==> src/rtl/afu_port_rst_seq.sv <==
// Per-port function-level reset sequencer: drains the open TX packet, holds port reset, pulses done.
// Optional drain timeout is enabled by defining AFU_PORT_RST_DRAIN_TIMEOUT_EN.
module afu_port_rst_seq #(
  parameter int NUM_PORTS       = 8,
  parameter int RST_HOLD_CYCLES = 16,
  parameter int DRAIN_TIMEOUT   = 4096
) (
  input  logic                 clk,
  input  logic                 rst_n,
  input  logic [NUM_PORTS-1:0] flr_req,
  input  logic [NUM_PORTS-1:0] tx_tvalid,
  input  logic [NUM_PORTS-1:0] tx_tready,
  input  logic [NUM_PORTS-1:0] tx_tlast,
  output logic [NUM_PORTS-1:0] tx_gate,
  output logic [NUM_PORTS-1:0] port_rst_n,
  output logic [NUM_PORTS-1:0] flr_done,
  output logic [NUM_PORTS-1:0] timeout_err
);

  typedef enum logic [1:0] {
    ST_RUN   = 2'd0,
    ST_DRAIN = 2'd1,
    ST_RESET = 2'd2,
    ST_DONE  = 2'd3
  } state_e;

  localparam int HOLD_W = $clog2(RST_HOLD_CYCLES + 1);
  localparam logic [HOLD_W-1:0] HOLD_LAST = HOLD_W'(RST_HOLD_CYCLES - 1);
  localparam logic [HOLD_W-1:0] HOLD_MAX  = HOLD_W'(RST_HOLD_CYCLES);

  if (NUM_PORTS < 1 || RST_HOLD_CYCLES < 1 || DRAIN_TIMEOUT < 1) begin : g_cfg_err
    $error("afu_port_rst_seq: all parameters must be >= 1");
  end

  for (genvar p = 0; p < NUM_PORTS; p++) begin : g_port
    state_e            state_r, state_nxt_s;
    logic [HOLD_W-1:0] hold_cnt_r, hold_cnt_nxt_s;
    logic              pend_r, pend_nxt_s;
    logic              in_pkt_r, in_pkt_nxt_s, in_pkt_upd_s;
    logic              beat_s, last_beat_s, req_s, drain_to_s;
    logic              tx_gate_r, tx_gate_nxt_s;
    logic              port_rst_n_r, port_rst_n_nxt_s;
    logic              flr_done_r, flr_done_nxt_s;

    assign beat_s      = tx_tvalid[p] & tx_tready[p];
    assign last_beat_s = beat_s & tx_tlast[p];
    // A request latched during DONE is replayed on the first RUN cycle
    assign req_s       = flr_req[p] | pend_r;

    // Packet-open tracker after this cycle's beat
    always_comb begin
      in_pkt_upd_s = in_pkt_r;
      if (last_beat_s) begin
        in_pkt_upd_s = 1'b0;
      end else if (beat_s) begin
        in_pkt_upd_s = 1'b1;
      end else begin
        in_pkt_upd_s = in_pkt_r;
      end
    end

`ifdef AFU_PORT_RST_DRAIN_TIMEOUT_EN
    localparam int DRN_W = $clog2(DRAIN_TIMEOUT + 1);
    localparam logic [DRN_W-1:0] DRN_LAST = DRN_W'(DRAIN_TIMEOUT - 1);
    localparam logic [DRN_W-1:0] DRN_MAX  = DRN_W'(DRAIN_TIMEOUT);
    logic [DRN_W-1:0] drain_cnt_r;
    logic             timeout_err_r;

    assign drain_to_s = (state_r == ST_DRAIN) && (drain_cnt_r >= DRN_LAST) && !last_beat_s;

    // Cycles spent in DRAIN and sticky timeout flag
    always_ff @(posedge clk or negedge rst_n) begin
      if (!rst_n) begin
        drain_cnt_r   <= '0;
        timeout_err_r <= 1'b0;
      end else begin
        if (state_r != ST_DRAIN) begin
          drain_cnt_r <= '0;
        end else if (drain_cnt_r != DRN_MAX) begin
          drain_cnt_r <= drain_cnt_r + DRN_W'(1);
        end else begin
          drain_cnt_r <= drain_cnt_r;
        end
        timeout_err_r <= timeout_err_r | drain_to_s;
      end
    end

    assign timeout_err[p] = timeout_err_r;
`else
    assign drain_to_s     = 1'b0;
    assign timeout_err[p] = 1'b0;
`endif

    // FSM state, hold counter, pending request and packet tracker
    always_ff @(posedge clk or negedge rst_n) begin
      if (!rst_n) begin
        state_r    <= ST_RUN;
        hold_cnt_r <= '0;
        pend_r     <= 1'b0;
        in_pkt_r   <= 1'b0;
      end else begin
        state_r    <= state_nxt_s;
        hold_cnt_r <= hold_cnt_nxt_s;
        pend_r     <= pend_nxt_s;
        in_pkt_r   <= in_pkt_nxt_s;
      end
    end

    // Next-state, hold counter and pending-request logic
    always_comb begin
      state_nxt_s    = state_r;
      hold_cnt_nxt_s = '0;
      pend_nxt_s     = pend_r;
      case (state_r)
        ST_RUN: begin
          pend_nxt_s = 1'b0;
          if (req_s) begin
            state_nxt_s = in_pkt_upd_s ? ST_DRAIN : ST_RESET;
          end else begin
            state_nxt_s = ST_RUN;
          end
        end
        ST_DRAIN: begin
          if (last_beat_s || drain_to_s) begin
            state_nxt_s = ST_RESET;
          end else begin
            state_nxt_s = ST_DRAIN;
          end
        end
        ST_RESET: begin
          if (flr_req[p]) begin
            state_nxt_s    = ST_RESET;
            hold_cnt_nxt_s = '0;
          end else if (hold_cnt_r >= HOLD_LAST) begin
            state_nxt_s    = ST_DONE;
            hold_cnt_nxt_s = '0;
          end else begin
            state_nxt_s    = ST_RESET;
            hold_cnt_nxt_s = (hold_cnt_r == HOLD_MAX) ? hold_cnt_r : hold_cnt_r + HOLD_W'(1);
          end
        end
        ST_DONE: begin
          state_nxt_s = ST_RUN;
          pend_nxt_s  = pend_r | flr_req[p];
        end
        default: begin
          state_nxt_s = ST_RUN;
          pend_nxt_s  = 1'b0;
        end
      endcase
    end

    // Output values for the coming cycle, derived from the next state
    always_comb begin
      in_pkt_nxt_s     = 1'b0;
      tx_gate_nxt_s    = 1'b0;
      port_rst_n_nxt_s = 1'b1;
      flr_done_nxt_s   = 1'b0;
      if ((state_r == ST_RESET) || (state_nxt_s == ST_RESET)) begin
        in_pkt_nxt_s = 1'b0;
      end else begin
        in_pkt_nxt_s = in_pkt_upd_s;
      end
      tx_gate_nxt_s    = (state_nxt_s == ST_RUN) | in_pkt_nxt_s;
      port_rst_n_nxt_s = (state_nxt_s != ST_RESET);
      flr_done_nxt_s   = (state_nxt_s == ST_DONE);
    end

    // Registered port outputs; AFUs stay in reset alongside the system
    always_ff @(posedge clk or negedge rst_n) begin
      if (!rst_n) begin
        tx_gate_r    <= 1'b0;
        port_rst_n_r <= 1'b0;
        flr_done_r   <= 1'b0;
      end else begin
        tx_gate_r    <= tx_gate_nxt_s;
        port_rst_n_r <= port_rst_n_nxt_s;
        flr_done_r   <= flr_done_nxt_s;
      end
    end

    assign tx_gate[p]    = tx_gate_r;
    assign port_rst_n[p] = port_rst_n_r;
    assign flr_done[p]   = flr_done_r;
  end

endmodule

==> config.mk <==
export PLATFORM = sky130hd
export DESIGN_NAME = afu_port_rst_seq
export DESIGN_NICKNAME = d
export VERILOG_FILES = /design/src/rtl/afu_port_rst_seq.sv
export SDC_FILE = /design/constraint.sdc
export NUM_CORES = 1
export LEC_CHECK = 0
export ABC_AREA = 1
export ABC_CLOCK_PERIOD_IN_PS = 4350
export CAP_MARGIN = 0
export CORE_MARGIN = 2
export CORE_UTILIZATION = 40
export DETAILED_ROUTE_END_ITERATION = 10
export DONT_BUFFER_PORTS = 1
export HOLD_SLACK_MARGIN = 0.02
export PLACE_DENSITY = 0.52
export SYNTH_ARGS = -nofsm -noshare
export SYNTH_HDL_FRONTEND = slang
export SYNTH_SLANG_ARGS = --single-unit
==> constraint.sdc <==
create_clock -name clk -period 4.35 [get_ports clk]
set_input_delay 0.435 -clock clk [delete_from_list [all_inputs] [get_ports clk]]
set_output_delay 0.435 -clock clk [all_outputs]
set_load 0.005 [all_outputs]
Word level (Yosys, flattened, before mapping)
Cells that the tools add are included.
- add/sub/neg operators: 8
- $mul: 0
- div/mod/pow operators: 0
- $lt $le $gt $ge: 8
- equal/unequal tests: 64
- shifts and indexed selects: 0
- muxes and demuxes: 112
- bitwise gates (word level): 32
- reduce and logical (&&, ||, !) cells: 32
- operator list (operator ; count):
    2-to-1 mux 5 bit ; 32
    == test 2 bit, second input constant ; 32
    case mux 2 bit (4 select lines) ; 8
    2-to-1 mux 2 bit ; 25
    adder 5 x 1 -> 5 bit, second input constant ; 8
    == test 5 bit, second input constant ; 8
    >= comparator 5 x 4 -> 1 bit, second input constant ; 8
    2-to-1 mux 1 bit ; 39
    zero test 2 bit ; 16
    != test 4 bit, second input constant ; 8
    bitwise AND 1 bit ; 16
    == test 2 x 1 -> 1 bit, second input constant ; 8
    != test 2 bit, second input constant ; 8
    bitwise OR 1 bit ; 16
    case mux 1 bit (2 select lines) ; 8
    nonzero test 2 bit ; 8
    logical OR 1 bit ; 8
- register bits: 96
- bits in latches: 0
- RAM bits: 0
- memory bits (read-only): 0
- input bits: 34
- output and inout port bits: 32
- logic and storage cells: 312
- memories: 0

Longest topological paths before layout
Gate-level depths: netlist (run 1).
- depth after elaboration: 10
- depth in mapped cells: 11
- depth with buffers taken out: 11

Worst setup path before layout (run 1)
Ideal clock, no wire load.
- path kind: reg2reg
- start: register g_port[5].hold_cnt_r[0]
- end: register g_port[5].port_rst_n_r
- setup time: 0.128 ns
- arrival: 1.358 ns
- required time: 4.222 ns
- slack: 2.865 ns
- stages on the path, launching flop included: 11
- period minus slack after synthesis: 1.485 ns
- path through: dfrtp_1 > ha_1 > nand2_1 > nor2_1 > ha_1 > nor2_1 > nand2_2 > nand2_2 > nand2_2 > nand2_2 > nand3_1
- word-level cells in the longest chain between the ends: 5
- ends and longest elaborated chain (what ; line ; source):
    from (decl) ; 37 ; logic [HOLD_W-1:0] hold_cnt_r, hold_cnt_nxt_s;
    from (signal assigned) ; 103 ; hold_cnt_r <= hold_cnt_nxt_s;
    >= comparator 5 x 4 -> 1 bit ; 134 ; end else if (hold_cnt_r >= HOLD_LAST) begin
    2-to-1 mux 1 bit ; 134 ;
    2-to-1 mux 1 bit ; 131 ; if (flr_req[p]) begin
    case mux 2 bit (4 select lines) ; 114 ; case (state_r)
    != test 2 bit ; 165 ; port_rst_n_nxt_s = (state_nxt_s != ST_RESET);
    net g_port[5].port_rst_n_nxt_s ; 42 ; logic port_rst_n_r, port_rst_n_nxt_s;
    to (signal assigned) ; 177 ; port_rst_n_r <= port_rst_n_nxt_s;
    to (decl) ; 42 ;
The timed path passes the listed nets, and every way through them passes these cells.
A chain may end at the register's enable or synchronous reset.

Worst setup path in the final report (run 1)
Ends and elaborated chain as after synthesis.

==> results.cfg, run 1 <==
[routing]
num_vias = 3522
wl_um = 8696
via_per_inst = 4.702
routedWlPerCell_um = 11.61
detailedRoute.firstPassIterationCount = 4
antenna_left = 0
drt_first_iter_violations = 159
drc = 0

[clock_network]
root_buffer = clkbuf_16
cts-buffers-inserted = 9
clk_pin_slew_ps = 60
cts.repair.resized = 0
clock_path_buffers = 2
insertion_delay_ps = 340
cts_max_level = 3
cts_tree = built
clock-sinks = 96

[sta]
fin_skew_ps = 5.939
min_period_ps = 1668
fin_ws_ps = 2682
final.setup.tns_ps = 0
rsz0062_at_grt = no
holdWs_ps = 12.31
setup-violations-final = 0
drv_slew = 0
period_share_pct = 38.35
hold_viol_final = 0
fmax_mhz = 599.5

[die]
start_util_pct = 41.39
io_pins = 66
dieArea_um2 = 14100
num_rows = 41
die_x_um = 118.7
core_area_um2 = 12720
die-height_um = 118.7

[pwr]
p_comb_share_pct = 26.3
pwr-share-clk_pct = 29.6
peakVddDrop_mv = 0.2957
intPower_mw = 1.874
p_seq_share_pct = 44.1
power_density_nw_per_um2 = 502.7
power_mw = 2.820
p_sw_share_pct = 33.54
p_leak_nw = 2.928
power.switching_mw = 0.9460

[critical_path]
reg2regPathDepth = 10
r2r-end = g_port[5].port_rst_n_r
crit_top_cell = nand2_2
reg2reg_from = g_port[5].hold_cnt_r[0]
crit_arrival_ps = 1880
cp-start-kind = register
cp-end-kind = register
worstSetupStartpoint = g_port[5].hold_cnt_r[0]
crit_end = g_port[5].port_rst_n_r
cp.buffers_inverters = 0
path_cells = ha_1 -> nand2_1 -> nor2_1 -> ha_1 -> nor2_1 -> nand2_2 -> nand2_2 -> nand2_2 -> nand2_2 -> nand3_1
critPathMaxFanout = 5
worstSetupPathType = reg -> reg
worstPathRequired_ps = 4560
path_depth = 10
rrSetupSlack_ps = 2680
cpPeakStageDelay_ps = 430
critPathSlowestCell = dfrtp_1
cp_top_family = simple AND/OR/NAND/NOR gates

[placement]
port_buffers = 0
dp.cells = 732
gp_congestion = 0.7792
dpl_worst_slack_ps = 2704
hpwlAfterDp_um = 6437
place_area_um2 = 5268

[synthesis]
synthMuxAreaShare_pct = 0
yosys.area_share.xor_xnor_pct = 0.6652
synth-async-reset-ratio_pct = 100.0
synth_area_leaders = dfrtp_1 46%, ha_1 13%, nand2_1 7.2%, inv_1 6.6%, nand3_1 5.3%
syn_avg_cell_area_um2 = 9.002
yosysMostFrequentCell = nand2_1
ys_ff_latch = 96
synth-compound-area-share_pct = 3.659
synth_cell_type_count = 23
synth_area_leader_cell = dfrtp_1
synth_common_cells = 101 x nand2_1, 96 x dfrtp_1, 92 x inv_1
synth_area_um2 = 5266
yosysTopAreaCellShare_pct = 45.62
synth_edf_count = 0
syn_inst = 585
synth_top_flop_cell = dfrtp_1
yosys_warnings = 0
synth_simple_gate_area_share_pct = 25.28
synthAdderAreaFrac_pct = 13.30
synth_top_family_by_area = simple AND/OR/NAND/NOR gates
yosysSeqAreaShare_pct = 45.62

[global_route]
gr-total-overflow = 0
grt_max_degree = 97
antenna_found_initial = 0
grt_usage_pct = 13.70
grt_pass1_vias = 3658
grt_pass1_wl_um = 15940

[finish]
diodes = 0
post-route-util_pct = 44.10
final_nets = 662
fillCellCount = 1262
syn2layout_area_growth_pct = 6.534
ff_latch_area_um2 = 2402
drive_gt1_share_pct = 9.879
fin_cells = 749
multi_input_area_um2 = 2290
fin_area_um2 = 5610

[flow_run]
cap_violations = 0

[min_path]
min_path_type = in -> async

[run_status]
outcome = complete, no violations
[worst min-delay path by stage]
| stage | start | endpoint | slack (ps) | cells after the start |
|---|---|---|---|---|
| after global routing | rst_n | g_port[3].tx_gate_r | 20 | 1 |
| after global placement | rst_n | g_port[3].in_pkt_r | 140 | 0 |
| after CTS | rst_n | g_port[3].port_rst_n_r | 40 | 1 |
| after floorplan | rst_n | g_port[0].flr_done_r | 140 | 0 |
| after detailed placement | rst_n | g_port[3].in_pkt_r | 140 | 0 |
| final | rst_n | g_port[3].in_pkt_r | 10 | 1 |
[layout by cell type (no fill, tap or decap), types with 6 or more instances in the layout]
cell / Yosys / layout
nand3_1: 56 / 56
ha_1: 56 / 56
clkbuf_16: 0 / 9
a21oi_1: 12 / 12
nand4_1: 12 / 12
nor4_1: 16 / 16
conb_1: 1 / 8
o21ai_0: 16 / 16
nor2_1: 38 / 38
nand2_2: 17 / 17
dfrtp_1: 96 / 96
nand2_1: 101 / 101
inv_1: 92 / 92
a21oi_2: 6 / 6
[power by group through the flow]
stage | Clock, mW | Combinational [mW] | Sequential, mW
2_1_floorplan | 0 | 0.734 | 1.20
3_3_place_gp | 0 | 0.714 | 1.26
3_5_place_dp | 0 | 0.729 | 1.26
4_1_cts | 0.870 | 0.756 | 1.25
5_1_grt | 0.909 | 0.883 | 1.27
6_report | 0.836 | 0.741 | 1.24
[worst register-to-register path: stages, from the launching register on]
cell,delay [ps]
dfrtp_1,430
ha_1,240
nand2_1,60
nor2_1,40
ha_1,170
nor2_1,180
nand2_2,120
nand2_2,80
nand2_2,50
nand2_2,90
nand3_1,70
[timing repair]
action,CTS,global route
endpoints found under the hold margin,96,0
buffers inserted,0,0
hold buffers,1,0
[kinds of logic after synthesis]
logic type | Yosys count
flip-flops | 96
XOR/XNOR | 4
AND/OR/NAND/NOR | 266
adder cells (fa/ha/maj) | 56
other | 1
AO/OA/AOI/OAI | 34
buffers and inverters | 128
[registers in the layout (all words and copies together), names as in the netlist]
signal	cells
g_port.port_rst_n_r	8
g_port.pend_r	8
g_port.hold_cnt_r	40
g_port.state_r	16
g_port.flr_done_r	8
g_port.tx_gate_r	8
g_port.in_pkt_r	8
[layer usage]
metal	global-route usage, %	part of all wire, %	vias to the layer above
li1	-	-	1804
met1	16.63	46	1657
met2	22.41	47	53
met3	4.971	5.2	8
met4	4.762	1.4	0
met5	0	0	-
[cell type report]
class / count / share of cell area, %
multi-input cells: 368 / 40.81
clock inverters: 3 / 1.160
clock buffers: 13 / 4.460
repair buffers: 1 / 0.4906
well taps: 172 / 3.836
flip-flops and latches: 96 / 42.82
inverters: 96 / 6.423
Power figures use the tool's default switching activity.
==> run 2, diff against run 1 <==
--- a/config.mk
+++ b/config.mk
@@ -6,14 +6,14 @@
 export NUM_CORES = 1
 export LEC_CHECK = 0
 export ABC_AREA = 1
-export ABC_CLOCK_PERIOD_IN_PS = 4350
+export ABC_CLOCK_PERIOD_IN_PS = 1400
 export CAP_MARGIN = 0
 export CORE_MARGIN = 2
 export CORE_UTILIZATION = 40
 export DETAILED_ROUTE_END_ITERATION = 10
 export DONT_BUFFER_PORTS = 1
 export HOLD_SLACK_MARGIN = 0.02
-export PLACE_DENSITY = 0.52
+export PLACE_DENSITY = 0.54
 export SYNTH_ARGS = -nofsm -noshare
 export SYNTH_HDL_FRONTEND = slang
 export SYNTH_SLANG_ARGS = --single-unit
==> constraint.sdc (replaced) <==
create_clock -name clk -period 1.4 [get_ports clk]
set_input_delay 0.14 -clock clk [delete_from_list [all_inputs] [get_ports clk]]
set_output_delay 0.14 -clock clk [all_outputs]
set_load 0.005 [all_outputs]
==> results.cfg, run 2 (synthesis gave the netlist of run 1 again) <==
[run_status]
outcome = finished with violations
violations = negative hold slack, negative setup slack

[clock_network]
cts_tree = built
clk_pin_slew_ps = 70
postCtsHoldBufs = 8
root_buffer = clkbuf_16
clock-sinks = 96
clock_path_buffers = 2
cts-buffers-inserted = 9
insertion_delay_ps = 350
cts_max_level = 3

[die]
die_x_um = 118.7
start_util_pct = 41.39
die-height_um = 118.7
dieArea_um2 = 14100
num_rows = 41
core_area_um2 = 12720
io_pins = 66

[critical_path]
cpPeakStageDelay_ps = 370
rrSetupSlack_ps = -80
worstSetupPathType = reg -> reg
crit_top_cell = nand2_2
critPathMaxFanout = 4
reg2reg_from = g_port[5].hold_cnt_r[0]
r2r-end = g_port[5].tx_gate_r
worstPathRequired_ps = 1630
reg2regPathDepth = 11
cp_top_family = simple AND/OR/NAND/NOR gates
crit_arrival_ps = 1710
cp.buffers_inverters = 0
path_cells = ha_2 -> nand2_1 -> nor2_1 -> ha_2 -> nor2_4 -> nand2_2 -> nand2_2 -> nand2_2 -> nand2_4 -> nand3_2 -> nand2_1
cp-end-kind = register
critPathSlowestCell = dfrtp_1
cp-start-kind = register

[global_route]
gr-total-overflow = 0
grt_max_degree = 97
grt_pass1_wl_um = 16130
antenna_found_initial = 0
grt_pass1_vias = 3756
grt_usage_pct = 14.05

[finish]
post-route-util_pct = 50.85
drive_gt1_share_pct = 30.62
largest_register_ffs = 40
final_common_cell = dfrtp_1
final_nets = 712
fin_cells = 799
diodes = 0
final_cell_mix = 96 x dfrtp_1, 90 x inv_1, 85 x nand2_1
reg_top3 = g_port.hold_cnt_r x40, g_port.state_r x16
largest-register = g_port.hold_cnt_r
syn2layout_area_growth_pct = 22.83
fin_area_um2 = 6469

[pwr]
peakVddDrop_mv = 0.7996
power_mw = 9.457
p_leak_nw = 3.276
power_density_nw_per_um2 = 1462

[sta]
setup-violations-final = 35
period_share_pct = 105.4
fmax_mhz = 677.8
holdWs_ps = -514.3
drv_slew = 0
hold_viol_final = 96
fin_skew_ps = 6.547
rsz0062_at_grt = yes
min_period_ps = 1475
fin_ws_ps = -75.38
final.setup.tns_ps = -1415

[placement]
dp.cells = 762
port_buffers = 0
dpl_worst_slack_ps = -150.5
place_area_um2 = 5540
hpwlAfterDp_um = 6431
gp_congestion = 0.7607

[routing]
routedWlPerCell_um = 12.03
drt_first_iter_violations = 142
via_per_inst = 4.772
drc = 0
wl_um = 9615
num_vias = 3813
antenna_left = 0
detailedRoute.firstPassIterationCount = 4

[min_path]
min_path_type = in -> async

[flow_run]
cap_violations = 0
## run 2: cell count changes in the layout (fill, tap and decap cells not counted), sizes merged
cell,delta
dlygate4sd3,+8
clkinv,+1
buf,+42
bufinv,-1
## run 2: worst max path at each step
stage          slack, ps                 endpoint  depth (start not counted)               startpoint
2_1_floorplan        -20   g_port[5].port_rst_n_r                         10  g_port[5].hold_cnt_r[0]
3_3_place_gp         -80   g_port[2].port_rst_n_r                         10  g_port[2].hold_cnt_r[1]
3_5_place_dp        -150  g_port[5].hold_cnt_r[2]                          8  g_port[5].hold_cnt_r[1]
4_1_cts              -60      g_port[1].tx_gate_r                         11  g_port[1].hold_cnt_r[1]
5_1_grt             -190      g_port[0].tx_gate_r                         11  g_port[0].hold_cnt_r[0]
6_report             -80      g_port[5].tx_gate_r                         11  g_port[5].hold_cnt_r[0]
## run 2: layout make-up
cell class / count / area [µm²]
Inverter: 96 / 360.3
Multi-Input combinational cell: 368 / 2768
Timing Repair Buffer: 51 / 422.9
Clock buffer: 13 / 260.3
Tap cell: 172 / 215.2
Fill cell: 1218 / 6254
Sequential cell: 96 / 2402
Clock inverter: 3 / 40.04
## run 2: timing repair
action | 4_1_cts | 5_1_grt
setup buffers | 6 | 8
pin swaps | 34 | 25
gates resized for setup | 46 | 49
hold endpoints to repair | 124 | 96
setup endpoints to repair | 47 | 61
## run 2: report_power, final
part / switching [mW] / leakage [nW] / internal (mW)
combinational: 1.89 / 1.86 / 1.30
clock: 1.04 / 0.150 / 1.48
sequential: 0.364 / 1.27 / 3.39
## run 2: per-layer routing
layer	vias to the layer above	routed length, µm	track usage, %
li1	1907	-	-
met1	1840	4170	16.22
met2	56	4959	24.50
met3	10	344	4.392
met4	0	140	4.911
met5	-	0	0
